## config.mk

```make
export PLATFORM = sky130hd
export DESIGN_NAME = bin_bcd_seg_display
export DESIGN_NICKNAME = d
export VERILOG_FILES = /design/src/rtl/bin_bcd_seg_display.sv
export SDC_FILE = /design/constraint.sdc
export NUM_CORES = 1
export LEC_CHECK = 0
export CORE_MARGIN = 2
export CORE_UTILIZATION = 45
export DETAILED_ROUTE_END_ITERATION = 16
export GPL_TIMING_DRIVEN = 0
export PLACE_DENSITY = 0.71
export SLEW_MARGIN = 20
export SYNTH_ARGS = -nofsm -noshare
export SYNTH_HDL_FRONTEND = slang
export SYNTH_SLANG_ARGS = --single-unit
```

## constraint.sdc

```tcl
create_clock -name clk -period 1.5 [get_ports clk]
set_clock_uncertainty 0.2 [all_clocks]
set_input_delay 0.225 -clock clk [delete_from_list [all_inputs] [get_ports clk]]
set_output_delay 0.225 -clock clk [all_outputs]
set_load 0.05 [all_outputs]
```

## src/rtl/bin_bcd_seg_display.sv

```systemverilog
// bin_bcd_seg_display: converts a 6-bit binary value (0..63) into two packed
// BCD digits and drives two 7-segment digit patterns. Conversion and decode
// are combinational; both outputs are registered, so there is one cycle of
// latency from bin to bcd/seg.
//
// Parameters:
//   ACTIVE_LOW         1 = segment lit when its bit is 0, 0 = lit when 1
//   BLANK_LEADING_ZERO 1 = tens digit shows all segments off when tens = 0
//
// Ports:
//   clk  in   1   system clock, rising edge
//   rst  in   1   asynchronous, active-high reset
//   bin  in   6   unsigned value to display, 0..63
//   bcd  out  8   registered packed BCD, [7:4] tens, [3:0] ones
//   seg  out  14  registered segments, [6:0] ones digit, [13:7] tens digit,
//                 within each digit bit0 = a .. bit6 = g
module bin_bcd_seg_display #(
    parameter bit ACTIVE_LOW         = 1'b1,
    parameter bit BLANK_LEADING_ZERO = 1'b0
) (
    input  logic        clk,
    input  logic        rst,
    input  logic [5:0]  bin,
    output logic [7:0]  bcd,
    output logic [13:0] seg
);

    localparam int unsigned BIN_W   = 6;
    localparam int unsigned DIGIT_W = 4;
    localparam int unsigned SEG_W   = 7;
    localparam int unsigned BCD_W   = 2 * DIGIT_W;
    localparam int unsigned DD_W    = BCD_W + BIN_W;

    // Table codes are stored active-low; XOR with this mask flips polarity.
    localparam logic [SEG_W-1:0] POL_MASK  = ACTIVE_LOW ? 7'h00 : 7'h7F;
    localparam logic [SEG_W-1:0] SEG_ZERO  = 7'h40 ^ POL_MASK;
    localparam logic [SEG_W-1:0] SEG_BLANK = 7'h7F ^ POL_MASK;
    localparam logic [SEG_W-1:0] RST_TENS  = BLANK_LEADING_ZERO ? SEG_BLANK : SEG_ZERO;
    localparam logic [SEG_W-1:0] RST_ONES  = SEG_ZERO;

    // Full-hex decoder, active-low codes (g..a). A-F are kept so the decoder
    // stays reusable even though the BCD path never reaches them.
    function automatic logic [SEG_W-1:0] hex_to_seg(input logic [DIGIT_W-1:0] d);
        logic [SEG_W-1:0] code;
        code = 7'h7F;
        case (d)
            4'h0: code = 7'h40;
            4'h1: code = 7'h79;
            4'h2: code = 7'h24;
            4'h3: code = 7'h30;
            4'h4: code = 7'h19;
            4'h5: code = 7'h12;
            4'h6: code = 7'h02;
            4'h7: code = 7'h78;
            4'h8: code = 7'h00;
            4'h9: code = 7'h10;
            4'hA: code = 7'h08;
            4'hB: code = 7'h03;
            4'hC: code = 7'h46;
            4'hD: code = 7'h21;
            4'hE: code = 7'h06;
            4'hF: code = 7'h0E;
            default: code = 7'h7F;
        endcase
        return code;
    endfunction

    logic [DD_W-1:0]    dd_c;
    logic [BCD_W-1:0]   bcd_c;
    logic [DIGIT_W-1:0] tens_c;
    logic [DIGIT_W-1:0] ones_c;
    logic [SEG_W-1:0]   tens_seg_c;
    logic [SEG_W-1:0]   ones_seg_c;

    // Double dabble: add 3 to any BCD nibble >= 5, then shift, once per bin bit.
    // The tens nibble never exceeds 6, so [13:10] cannot overflow.
    always_comb begin
        dd_c = DD_W'({BCD_W'(0), bin});
        for (int i = 0; i < int'(BIN_W); i++) begin
            if (dd_c[9:6] >= 4'd5) begin
                dd_c[9:6] = dd_c[9:6] + 4'd3;
            end
            if (dd_c[13:10] >= 4'd5) begin
                dd_c[13:10] = dd_c[13:10] + 4'd3;
            end
            dd_c = dd_c << 1;
        end
        bcd_c  = dd_c[DD_W-1:BIN_W];
        tens_c = bcd_c[7:4];
        ones_c = bcd_c[3:0];
    end

    // Per-digit decode with polarity and optional leading-zero blanking.
    always_comb begin
        ones_seg_c = hex_to_seg(ones_c) ^ POL_MASK;
        tens_seg_c = hex_to_seg(tens_c) ^ POL_MASK;
        if (BLANK_LEADING_ZERO && (tens_c == 4'd0)) begin
            tens_seg_c = SEG_BLANK;
        end
    end

    // Output registers; reset shows "00" (or " 0" when blanking).
    always_ff @(posedge clk or posedge rst) begin
        if (rst) begin
            bcd <= BCD_W'(0);
            seg <= {RST_TENS, RST_ONES};
        end else begin
            bcd <= bcd_c;
            seg <= {tens_seg_c, ones_seg_c};
        end
    end

endmodule

```

==> impl_metrics.tcl, run 1 <==
set metrics [dict create \
    status "finished, violations left" \
    failed_checks "negative setup slack" \
    place_inst 233 \
    io_pins 30 \
    drt_wl_total_mm 4.969 \
    dr.pass1.iters 4 \
    holdWs_ps 134.4 \
    setup_ws_ps -1276 \
    fmax_mhz 360.2 \
    design_area_um2 2624 \
    grt_pass1_wl_mm 6.596 \
    place_ws_ps -2676 \
    ys_ff_latch 21 \
    yosysTopAreaCellShare_pct 31.51 \
    cp_max_fo 4 \
    final_core_util_pct 79.89 \
    grt_usage_pct 23.24 \
    total_power_mw 2.986 \
    grt_max_degree 22 \
    worst_pin_slew_ps 731.3 \
    slew_headroom_pct 51.20 \
    fill_cells 183 \
    critical_path.most_common_cell "ha_4" \
    area_delta_synth_final_pct 73.88 \
    crit_path_cell_trace "buf_12 -> inv_8 -> ha_4 -> o21ai_4 -> xnor2_4 -> ha_4 -> inv_4 -> a32oi_4 -> nand2_4 -> buf_12 -> mux2i_4 -> o2111ai_4 -> ha_4 -> a211oi_1 -> a221oi_2 -> mux2_4" \
    drv_cap 0 \
    async_flop_share_pct 100.0 \
    hold_violations 0 \
    cts_tree "done" \
    synth_nets 180 \
    top_layer "met4" \
    syn_area_um2 1509 \
    drv_slew 0 \
    power.density_cell_area_nw_per_um2 1138 \
    synthTopCellsByCount "20 x nand2_1, 19 x dfrtp_1, 12 x ha_1" \
    fp.dieW_um 61.91 \
    dr.first_iter.drc_count 59 \
    antenna_cells 0 \
    dieArea_um2 3832 \
    ys.flop_type "dfrtp_1" \
    die_y_um 61.91 \
    wl_met2_mm 2.676 \
    leakage_nw 1.101 \
    portBuffers 27 \
    yosys.cell_types.count 55 \
    start_util_pct 45.94 \
    finalCritPeriodShare_pct 185.1 \
    grt_overflow 0 \
    vias_per_cell 5.886 \
    nets 246 \
    end_kind "register" \
    rows 21 \
    htree_levels 1 \
    first_global_vias 1472 \
    clock-sinks 21 \
    ys_top_cells_by_area "dfrtp_1 32%, ha_1 10%, nand2_1 5.0%" \
    synth_enable_flop_cells 0 \
    syn_avg_cell_area_um2 9.431 \
    ctsRootBufferMaster "clkbuf_4" \
    cts_buffer_depth 2 \
    path_buf_inv 4 \
    rsz0062_at_grt "yes" \
    yosysSeqAreaShare_pct 34.99 \
    wl_per_cell_um 18.34 \
    antenna_found_initial 0 \
    vias 1595 \
    required_ps 1500 \
    peakVddDrop_mv 0.4365 \
    slowest_stage "mux2_4" \
    m1WireLength_mm 1.839 \
    cp_top_family "compound AO/OA/AOI/OAI gates" \
    drive_gt1_share_pct 60.44 \
    path_clk_slew_ps 110 \
    final_cells 271 \
    critPathMaxStageDelay_ps 280 \
    placed_cell_area_um2 1906 \
    worstPathArrival_ps 2780 \
    gp_congestion 0.8487 \
    ys_warn_count 0 \
    ant_nets 0 \
    yosysMostFrequentCell "nand2_1" \
    worstSetupStartpointType "primary input" \
    drc 0 \
    hp-class "in2async" \
    yosys.area.top_type "dfrtp_1" \
    fin_crit_ps 2776 \
    path_class "in2reg" \
    fin_tns_setup_ps -19430 \
    setup_viol 19 \
    syn_inst 160 \
    dr_wl_met3_um 266 \
    dpl.hpwl_mm 2.468 \
    coreArea_um2 3284 \
    cts_buffers 3 \
]
-- power breakdown --
part / internal [mW] / total, mW / leakage [nW] / switching (mW)
Clock: 0.104 / 0.265 / 0.0150 / 0.161
Sequential: 0.696 / 0.728 / 0.257 / 0.0318
Combinational: 0.815 / 1.99 / 0.829 / 1.18
-- logic make-up (layout without fill, tap and decap cells) --
logic type      after synthesis  count (layout)  share of synthesized area, %
compound gates               46              46                         23.14
xor+xnor                      3               3                         2.239
fa+ha+maj                    12              12                         9.950
buf+inv                      19              84                         5.556
flops                        21              21                         34.99
mux                           6               6                         5.224
other cells                   1               1                        0.2485
simple gates                 52              52                         18.66
-- routing by layer --
metal / vias up / GRT usage, %
met5: - / 0
met4: 0 / 7.903
met3: 18 / 1.656
met2: 94 / 43.01
met1: 776 / 28.31
li1: 707 / -
-- flip-flops by register name (all words and copies together) (netlist names) --
| register | count |
|---|---|
| seg | 14 |
| bcd | 7 |
-- final timing paths --
path	from	endpoint	slack, ps	depth (start not counted)
max	bin[4]	seg[3]$_DFF_PP0_	-1280	16
min in group clk	bin[4]	seg[8]$_DFF_PP0_	370	6
min	rst	bcd[0]$_DFF_PP0_	130	2
max in group asynchronous	rst	seg[9]$_DFF_PP0_	510	2
-- cell type report --
cell class | instances | area [um2] | share of cell area, %
plain buffers | 5 | 46.29 | 1.764
clock buffers | 4 | 26.28 | 1.001
inverters | 11 | 61.31 | 2.337
multi-input cells | 120 | 1259 | 47.97
flip-flops and latches | 21 | 528.0 | 20.12
well taps | 46 | 57.56 | 2.194
repair buffers | 64 | 645.6 | 24.61
-- placed cells by master, fill, tap and decap left out, drive strengths merged, types with 3 or more instances in the layout --
master	instances
ha	12
mux2i	4
nand2	21
inv	11
o21ai	14
clkdlybuf4s15	20
xnor2	3
nor3	5
and2	3
dfrtp	19
nor2	7
nand3	5
buf	44
a21oi	8
clkdlybuf4s50	3
clkbuf	6
o2bb2ai	3
-- timing repair --
action                     in CTS  in global routing
gates cloned                    0                  0
pin swaps                      22                 15
setup buffers                  30                  9
gates resized for setup       130                 45
setup endpoints to repair      40                 19
hold buffers                    0                  0
No activity file was read; power rests on OpenSTA's default activity.
==> run 2, diff against run 1 <==
Settings changed: CAP_MARGIN from default to 20.
==> results of run 2 <==
Final layout, timing and power as in run 1 (identical DEF).
